===== src/rtl/arb_rr.sv =====
// -----------------------------------------------------------------------------
// pry2thr -- priority-to-thermometer conversion
//
// Purpose
//   Turns a priority vector into a thermometer: every position at or beyond
//   the first set bit (counted in the rotation direction) is set.
//   DIRECTION "LSB": thr[i] = |pry[i:0]
//   DIRECTION "MSB": thr[i] = |pry[WIDTH-1:i]
//   An all-zero input yields an all-zero thermometer.
//
// Ports
//   pry  in   WIDTH  priority vector
//   thr  out  WIDTH  thermometer
//
// Parameters
//   WIDTH           vector width
//   SPLIT           segment width used by the loop implementation
//   DIRECTION       "LSB" or "MSB"
//   IMPLEMENTATION  0 segmented loop, 1 log-step vector OR, 2 adder trick
// -----------------------------------------------------------------------------
module pry2thr #(
  parameter int    WIDTH          = 9,
  parameter int    SPLIT          = 3,
  parameter string DIRECTION      = "LSB",
  parameter int    IMPLEMENTATION = 0
) (
  input  logic [WIDTH-1:0] pry,
  output logic [WIDTH-1:0] thr
);

  localparam bit MSB = (DIRECTION == "MSB");

  // All three implementations compute the LSB-ascending form; the MSB form
  // is obtained by bit-reversing the input and the output around it.
  logic [WIDTH-1:0] pry_l;
  logic [WIDTH-1:0] thr_l;

  for (genvar i = 0; i < WIDTH; i++) begin : g_rev
    if (MSB) begin : g_msb
      assign pry_l[i] = pry[WIDTH-1-i];
      assign thr[i]   = thr_l[WIDTH-1-i];
    end else begin : g_lsb
      assign pry_l[i] = pry[i];
      assign thr[i]   = thr_l[i];
    end
  end

  if (IMPLEMENTATION == 0) begin : g_loop
    // Segmented prefix OR: each SPLIT-wide segment first reports whether it
    // holds any set bit, those flags ripple into per-segment carries, and the
    // ripple inside a segment starts from its carry. The input is zero-padded
    // up to a whole number of segments.
    localparam int SEGS = (WIDTH + SPLIT - 1) / SPLIT;
    localparam int PW   = SEGS * SPLIT;

    logic [PW-1:0]   pry_p;
    logic [PW-1:0]   thr_p;
    logic [SEGS-1:0] seg_any;
    logic [SEGS-1:0] seg_cin;
    logic            run;

    assign pry_p = PW'(pry_l);

    always_comb begin
      seg_any = '0;
      seg_cin = '0;
      thr_p   = '0;
      run     = 1'b0;
      for (int s = 0; s < SEGS; s++) begin
        seg_any[s] = |pry_p[s*SPLIT +: SPLIT];
      end
      for (int s = 1; s < SEGS; s++) begin
        seg_cin[s] = seg_cin[s-1] | seg_any[s-1];
      end
      for (int s = 0; s < SEGS; s++) begin
        run = seg_cin[s];
        for (int b = 0; b < SPLIT; b++) begin
          run = run | pry_p[s*SPLIT + b];
          thr_p[s*SPLIT + b] = run;
        end
      end
    end

    assign thr_l = thr_p[WIDTH-1:0];
  end else if (IMPLEMENTATION == 1) begin : g_vector
    // Log-step prefix OR: after the step with shift k, every bit already
    // covers the 2k positions below it.
    always_comb begin
      thr_l = pry_l;
      for (int k = 1; k < WIDTH; k = k * 2) begin
        thr_l = thr_l | (thr_l << k);
      end
    end
  end else begin : g_adder
    // Isolate the lowest set bit with x & -x; subtracting one from it gives
    // ones strictly below, so the inverse is ones at and above. A zero input
    // gives low = 0, low - 1 = all ones, and therefore thr = 0.
    logic [WIDTH-1:0] low;
    assign low   = pry_l & (~pry_l + WIDTH'(1));
    assign thr_l = ~(low - WIDTH'(1));
  end

endmodule

// -----------------------------------------------------------------------------
// arb_rr -- registered round-robin arbiter with a valid/ready grant port
//
// Purpose
//   Picks one requester per handshake, rotating priority past the index of
//   the last accepted grant. Sits in front of shared-resource muxes.
//
// Ports
//   clk      in   1              clock, rising edge
//   rst      in   1              synchronous reset, active-high
//   req      in   WIDTH          level requests
//   gnt_vld  out  1              grant valid
//   gnt_rdy  in   1              consumer accepts the grant
//   gnt      out  WIDTH          one-hot grant, zero when gnt_vld=0
//   gnt_idx  out  $clog2(WIDTH)  binary index of gnt, zero when gnt_vld=0
//
// Handshake: a grant transfers on every rising edge where gnt_vld && gnt_rdy.
// While gnt_vld=1 and gnt_rdy=0 the grant (gnt, gnt_idx) is held unchanged
// and req is not sampled; the slot is free to load a new selection whenever
// gnt_vld=0 or gnt_rdy=1, so an accepted grant can be replaced the same cycle.
// -----------------------------------------------------------------------------
module arb_rr #(
  parameter int    WIDTH          = 9,
  parameter int    SPLIT          = 3,
  parameter string DIRECTION      = "LSB",
  parameter int    IMPLEMENTATION = 0
) (
  input  logic                     clk,
  input  logic                     rst,
  input  logic [WIDTH-1:0]         req,
  output logic                     gnt_vld,
  input  logic                     gnt_rdy,
  output logic [WIDTH-1:0]         gnt,
  output logic [$clog2(WIDTH)-1:0] gnt_idx
);

  localparam int IDX_W = $clog2(WIDTH);
  localparam bit MSB   = (DIRECTION == "MSB");

  // Rotation pointer: index of the last accepted grant. ptr_vld=0 means no
  // grant has been accepted since reset, so every requester is eligible and
  // the lowest (LSB) or highest (MSB) index wins.
  logic             ptr_vld;
  logic [IDX_W-1:0] ptr_idx;

  logic             free;
  logic             hsk;
  logic             eff_vld;
  logic [IDX_W-1:0] eff_idx;

  logic [WIDTH-1:0] ptr_oh;
  logic [WIDTH-1:0] ptr_thr;
  logic [WIDTH-1:0] mask;
  logic [WIDTH-1:0] elig;
  logic [WIDTH-1:0] thr_e;
  logic [WIDTH-1:0] thr_r;
  logic [WIDTH-1:0] thr_sel;
  logic [WIDTH-1:0] win_oh;
  logic [IDX_W-1:0] win_idx;

  assign free = !gnt_vld || gnt_rdy;
  assign hsk  = gnt_vld && gnt_rdy;

  // Selection must see the pointer as updated by a handshake in this same
  // cycle, otherwise back-to-back grants would repeat the accepted winner.
  assign eff_vld = hsk ? 1'b1    : ptr_vld;
  assign eff_idx = hsk ? gnt_idx : ptr_idx;

  always_comb begin
    ptr_oh = '0;
    for (int i = 0; i < WIDTH; i++) begin
      ptr_oh[i] = eff_vld && (eff_idx == IDX_W'(i));
    end
  end

  // Thermometer of the pointer covers the pointer and everything beyond it
  // in rotation order; dropping the pointer bit leaves the strictly-later
  // positions (indices > g for LSB, < g for MSB).
  pry2thr #(
    .WIDTH(WIDTH), .SPLIT(SPLIT), .DIRECTION(DIRECTION), .IMPLEMENTATION(IMPLEMENTATION)
  ) u_mask (
    .pry(ptr_oh),
    .thr(ptr_thr)
  );

  assign mask = eff_vld ? (ptr_thr & ~ptr_oh) : '1;
  assign elig = req & mask;

  pry2thr #(
    .WIDTH(WIDTH), .SPLIT(SPLIT), .DIRECTION(DIRECTION), .IMPLEMENTATION(IMPLEMENTATION)
  ) u_thr_elig (
    .pry(elig),
    .thr(thr_e)
  );

  pry2thr #(
    .WIDTH(WIDTH), .SPLIT(SPLIT), .DIRECTION(DIRECTION), .IMPLEMENTATION(IMPLEMENTATION)
  ) u_thr_req (
    .pry(req),
    .thr(thr_r)
  );

  // Nobody beyond the pointer is requesting: wrap to the full request set.
  assign thr_sel = (|elig) ? thr_e : thr_r;

  // The thermometer edge is the winner.
  assign win_oh = MSB ? (thr_sel & ~(thr_sel >> 1))
                      : (thr_sel & ~(thr_sel << 1));

  always_comb begin
    win_idx = '0;
    for (int i = 0; i < WIDTH; i++) begin
      if (win_oh[i]) begin
        win_idx = win_idx | IDX_W'(i);
      end
    end
  end

  // req only reaches state through the free-gated load, so an unknown req
  // during a stalled grant cannot disturb the held outputs or the pointer.
  always_ff @(posedge clk) begin
    if (rst) begin
      gnt_vld <= 1'b0;
      gnt     <= '0;
      gnt_idx <= '0;
      ptr_vld <= 1'b0;
      ptr_idx <= '0;
    end else begin
      if (hsk) begin
        ptr_vld <= 1'b1;
        ptr_idx <= gnt_idx;
      end
      if (free) begin
        gnt_vld <= |win_oh;
        gnt     <= win_oh;
        gnt_idx <= win_idx;
      end
    end
  end

endmodule

===== config.mk =====
export PLATFORM = sky130hd
export DESIGN_NAME = arb_rr
export DESIGN_NICKNAME = d
export VERILOG_FILES = /design/src/rtl/arb_rr.sv
export SDC_FILE = /design/constraint.sdc
export NUM_CORES = 1
export LEC_CHECK = 0
export ABC_AREA = 1
export BUFFER_PORTS_ARGS = -buffer_cell sky130_fd_sc_hd__buf_2
export CORE_MARGIN = 2
export CORE_UTILIZATION = 45
export DETAILED_ROUTE_END_ITERATION = 6
export PLACE_DENSITY = 0.66
export SYNTH_ARGS = -nofsm -noshare
export SYNTH_HDL_FRONTEND = slang
export SYNTH_SLANG_ARGS = --single-unit

===== constraint.sdc =====
create_clock -name clk -period 5.3 [get_ports clk]
set_input_delay 0.265 -clock clk [delete_from_list [all_inputs] [get_ports clk]]
set_output_delay 0.265 -clock clk [all_outputs]
set_load 0.005 [all_outputs]

==> results.toml, run 1 <==
[cells_and_area]
n_antenna_cell = 0
utilization_pct = 53.8
nets = 221
num-fill-cells = 272
drive_gt1_share_pct = 27.4
area_growth_pct = 12.1
multi_input_area_um2 = 701
register_area_um2 = 360

[critical_path]
cp-start-kind = "flop"
worstPathRequired_ns = 5.51
path_max_fanout = 9
cp-end-kind = "flop"
critPathKind = "flop to flop"
arrival_ns = 2.46

[place]
numPortBuffers = 25
hpwl_mm = 2.17
dpl_worst_slack_ns = 3.11
gp_congestion = 0.878

[timing]
skew_ns = 0.00421
post-route-period-util_pct = 42.5
finalSetupViolations = 0
maxSlewHeadroom_pct = 65.0
min_period_ns = 2.25
fin_ws_ns = 3.05
hold_viol_final = 0
drv_slew = 0
rsz0062_at_grt = "false"
timing.setup.tns_ns = 0
hold-worst-slack_ns = 0.213
fmax_mhz = 444
worst_pin_slew_ns = 0.525

[route]
first_iter_violations = 36
vias_per_cell = 5.16
ant_nets = 0
drt-total-wl_mm = 2.77
drc_errors = 0
vias = 1228
wl_per_cell_um = 11.6
firstDrtPassIters = 4

[clocking]
htree_num_levels = 1
insertion_delay_ns = 0.30
cts_made_buffers = 3
clkTransAtPathRegs_ns = 0.11
ctsHoldBuffers = 0
clockBufferDepth = 2
postCtsSetupRepairBufs = 0
cts_resized = 0
cts_tree = "yes"
cts_num_sinks = 18
root_buffer = "clkbuf_4"

[floorplan]
die_w_um = 55.9
die_area_um2 = 3120
design.core.area_um2 = 2520
io_pins = 26
initial_core_util_pct = 48.0
placementRows = 18
die_h_um = 55.9

[global_route]
first_global_vias = 1045
grt_usage_pct = 18.2
grt_pass1_wl_mm = 4.60
grt_max_degree = 24
grt_overflow = 0
antenna_found_initial = 0

[synthesis]
syn_nets = 198
yosysWarnings = 0
avgSynthCellArea_um2 = 6.51
yosysUniqueCellTypes = 25
synth_top_area_share_pct = 29.8
synth_cells = 186
synth_top_area_cell = "dfxtp_1"
ys_seq_elements = 18
synth_top_cells_by_area = "dfxtp_1 30%, nand2_1 12%, nand3_1 6.6%"
synthesis.area_um2 = 1210
yosysSeqAreaShare_pct = 29.8

[flow_run]
max_cap_violations = 0

[run_status]
status = "completed"

[power_and_ir_drop]
peakVddDrop_mv = 0.157
p_per_area_nw_per_um2 = 246
leakagePower_uw = 0.000693

[min_path]
min_path_type = "primary input to flop"
[stage by stage]
stage	instances	area, um^2	power (uW)
finish	238	1360	334
global route	238	1360	357
CTS	238	1360	336
detailed placement	234	1320	248
global placement	234	1320	247
floorplan	186	1210	225
[cells in the final DEF (no fill, tap or decap), types with 2 or more instances in the layout]
master / n
nand2_1: 40
buf_2: 25
nor2_1: 21
inv_1: 20
dfxtp_1: 18
nand3_1: 16
a21oi_1: 12
o21ai_0: 11
nand2_2: 10
nand4_1: 7
inv_2: 5
nand3_2: 4
nor2_2: 4
clkbuf_4: 3
nand2_4: 2
[layout make-up]
class                           count  area share [%]
Tap cell                           30            2.76
Clock buffer                        4            2.67
Timing Repair Buffer               25            9.22
Inverter                           26            7.19
Multi-Input combinational cell    135            51.6
Sequential cell                    18            26.5
[registers in the layout (all words and copies together), names as in the netlist]
register	cells
ptr_idx	4
gnt_vld	1
ptr_vld	1
gnt_idx	3
gnt	9
[worst max-delay path: stages, from the launching register on]
cell,delay (ns)
dfxtp_1,0.59
nand2_8,0.12
nand2_1,0.09
nand2_1,0.07
nand2_1,0.10
inv_1,0.04
nor2_1,0.16
clkinv_1,0.28
nand2_1,0.14
nand3_1,0.11
nand3_1,0.18
nand3_1,0.09
nor2_1,0.14
nor2_1,0.04
[metal layers]
metal | up-vias | GRT usage (%) | routed length, um
met2 | 33 | 29.3 | 1270
met4 | 0 | 6.12 | 37
li1 | 643 | - | -
met3 | 5 | 2.79 | 110
met1 | 547 | 25.1 | 1350
met5 | - | 0 | 0
[logic make-up after synthesis]
group	Yosys count	share of synthesized area, %
AND/OR/NAND/NOR	108	46.2
buffers and inverters	33	12.4
AO/OA/AOI/OAI	27	11.7
flip-flops	18	29.8
[power breakdown]
part	leakage (uW)	internal [uW]	switching (uW)
combinational	0.000524	32.5	60.1
clock	0.0000210	42.0	45.9
sequential	0.000149	146	7.33
[synthesized netlist by cell type, drive strengths merged]
cell type,n
clkinv,1
nand4,7
inv,25
o31ai,1
nor2,27
nand3,20
buf,4
dfxtp,18
nor3,1
a31oi,1
o21ai,12
clkbuf,3
nand2,53
a21oi,12
o211ai,1
[final timing paths]
| path | start | end | slack, ns | depth (start not counted) |
|---|---|---|---|---|
| worst min-delay path | rst | ptr_idx[3] | 0.21 | 2 |
| worst max-delay path | gnt_vld | gnt_idx[1] | 3.05 | 13 |
| worst max register to register | gnt_vld | gnt_idx[1] | 3.05 | 13 |
| worst min register to register | ptr_idx[0] | ptr_idx[0] | 0.48 | 2 |
Power figures use the tool's default switching activity.
==> inputs of run 2 (changes only) <==
--- a/config.mk
+++ b/config.mk
@@ -5,12 +5,12 @@
 export SDC_FILE = /design/constraint.sdc
 export NUM_CORES = 1
 export LEC_CHECK = 0
-export ABC_AREA = 1
+export ABC_AREA = 0
 export BUFFER_PORTS_ARGS = -buffer_cell sky130_fd_sc_hd__buf_2
 export CORE_MARGIN = 2
 export CORE_UTILIZATION = 45
 export DETAILED_ROUTE_END_ITERATION = 6
-export PLACE_DENSITY = 0.66
+export PLACE_DENSITY = 0.68
 export SYNTH_ARGS = -nofsm -noshare
 export SYNTH_HDL_FRONTEND = slang
 export SYNTH_SLANG_ARGS = --single-unit
==> constraint.sdc (replaced) <==
create_clock -name clk -period 2 [get_ports clk]
set_input_delay 0.1 -clock clk [delete_from_list [all_inputs] [get_ports clk]]
set_output_delay 0.1 -clock clk [all_outputs]
set_load 0.005 [all_outputs]
==> run 2 against run 1 <==
The run now ends with setup timing left. Register-to-register slack worse by 3.1 ns. Synthesized cell count down 16%. Final cell count up 1.3%. Global-route usage up 4.9 points. First-iteration DRC count up 28%. Die area up 4.4%. Synthesized area up 4.8%. Via count up 22%. Worst setup slack worse by 3.1 ns. Combinational power rose to 3.2 times the previous value. Routed wire length up 55%. Count of clock-buffer cells in the layout unchanged. Critical path type unchanged. Highest routed layer unchanged.
==> results.toml, run 2 <==
[floorplan]
die_area_um2 = 3260
io_pins = 26
design.core.area_um2 = 2710
die_w_um = 57.1
die_h_um = 57.1
initial_core_util_pct = 46.8
placementRows = 19

[timing]
post-route-period-util_pct = 102
maxSlewHeadroom_pct = 68.4
rsz0062_at_grt = "true"
hold_viol_final = 0
skew_ns = 0.0194
min_period_ns = 2.04
finalSetupViolations = 3
fmax_mhz = 490
drv_slew = 0
worst_pin_slew_ns = 0.474
fin_ws_ns = -0.0429

[cells_and_area]
area_growth_pct = 46.1
drive_gt1_share_pct = 53.3
reg_top3 = "gnt: 9 flops, ptr_idx: 4 flops, gnt_idx: 3 flops"
final_common_cell = "buf_4"
largest_register = "gnt"
utilization_pct = 68.4
largest_reg_flops = 9
final_cell_mix = "31 x buf_4, 25 x buf_2, 20 x nand2_1"
nets = 223
n_antenna_cell = 0

[route]
first_iter_violations = 46
drc_errors = 0
ant_nets = 0
vias_per_cell = 6.24
drt-total-wl_mm = 4.30
wl_per_cell_um = 17.8
vias = 1504
firstDrtPassIters = 7

[global_route]
grt_pass1_wl_mm = 6.12
first_global_vias = 1356
top_usage_layer = "met2"
use_met3_pct = 5.22
grt_usage_pct = 23.1
antenna_found_initial = 0
grtUsageMet2_pct = 38.1
grt_use_met1_pct = 29.3
grt_overflow = 0
grt_max_degree = 19

[synthesis]
synthFlopType = "dfxtp_1"
synth_cells = 157
yosys.cell_count.top_type = "nand2_1"
ys_seq_elements = 18
yosysSeqAreaShare_pct = 28.4
synthesis.area_um2 = 1270
synth_common_cells = "20 x nand2_1, 18 x dfxtp_1, 16 x nor2_1"
syn_nets = 169
synth_edf_count = 0
avgSynthCellArea_um2 = 8.08
synth_top_cells_by_area = "dfxtp_1 28%, a21oi_1 5.9%, nand2_1 5.9%"
yosysUniqueCellTypes = 48
synthArstFlopShare_pct = 0
synth_top_area_cell = "dfxtp_1"
yosysWarnings = 0
synth_top_area_share_pct = 28.4

[clocking]
htree_num_levels = 1
cts_made_buffers = 3
insertion_delay_ns = 0.32
cts_tree = "yes"
root_buffer = "clkbuf_4"
clockBufferDepth = 2
ctsHoldBuffers = 0
clkTransAtPathRegs_ns = 0.13
cts_num_sinks = 18

[place]
hpwl_mm = 2.69
dpl_worst_slack_ns = -0.0843
numPortBuffers = 25
gp_congestion = 0.933

[critical_path]
worstPathRequired_ns = 2.17
arrival_ns = 2.22
cp-end-kind = "flop"
path_max_fanout = 8
cp-start-kind = "flop"
critPathKind = "flop to flop"

[power_and_ir_drop]
leakagePower_uw = 0.000744
p_per_area_nw_per_um2 = 514
p_total_uw = 952
peakVddDrop_mv = 0.465

[flow_run]
max_cap_violations = 0

[min_path]
min_path_type = "primary input to flop"

[run_status]
status = "complete, but fails checks"
violations = "setup timing"
## run 2: changes by cell type in the layout (fill, tap and decap cells not counted), sizes merged, moves of 3 or more
cell / change
a21oi: +5
a311oi: +4
a31oi: +4
and3: +6
buf: +34
inv: -21
nand2: -32
nand3: -16
nand3b: +3
nand4: -5
nor2: -11
nor3: +8
nor4: +3
o21ai: -3
## run 2: path summary, 6_finish.rpt
kind | from | endpoint | slack, ns | cells after the start
max reg2reg | gnt_vld | gnt_idx[1] | -0.04 | 9
min reg2reg | gnt[5] | gnt[5] | 0.46 | 2
min | req[0] | gnt[0] | 0.11 | 3
max | gnt_vld | gnt_idx[1] | -0.04 | 9
## run 2: cells by family after synthesis
kind of cell	synth area share, %
simple gates	32.1
compound gates	32.9
flops	28.4
buf+inv	6.61
## run 2: per-layer routing
layer	wire (um)	part of all wire (%)
met1	1760	41
met2	2120	49
met3	293	6.8
met4	130	3.0
met5	0	0
## run 2: worst max-delay path: stages (launching register included)
cell and delay, ns:
dfxtp_4 0.45, and4_4 0.25, a31oi_4 0.06, buf_6 0.15, o211a_1 0.20, a31oi_1 0.20
nor3_2 0.07, buf_4 0.15, nor3_1 0.23, a311oi_1 0.14
## run 2: timing repair
item	CTS	global route
resized for setup	8	38
pin swaps	0	22
setup buffers	0	10
endpoints found under the setup margin	7	11
cloned	0	0
## run 2: power breakdown
group          switching (uW)  internal [uW]
combinational             164            135
clock                     132            111
sequential               31.6            379
total                     327            625
## run 2: through the flow
| stage | area (um^2) | hold WS, ns | setup TNS, ns | std cells |
|---|---|---|---|---|
| after floorplan | 1270 | 0.268 | 0 | 157 |
| after global placement | 1540 | 0.426 | -0.0426 | 227 |
| after detailed placement | 1540 | 0.432 | -0.219 | 227 |
| after CTS | 1620 | 0.101 | -0.0100 | 231 |
| after global routing | 1850 | 0.110 | -0.670 | 241 |
| final | 1850 | 0.111 | -0.101 | 241 |
## run 2: layout make-up
cell class                 count  area (um^2)
multi-input combinational    125          993
fill                         208          857
timing repair buffer          59          392
sequential                    18          378
tap                           31         38.8
clock buffer                   4         36.3
inverter                       4         15.0
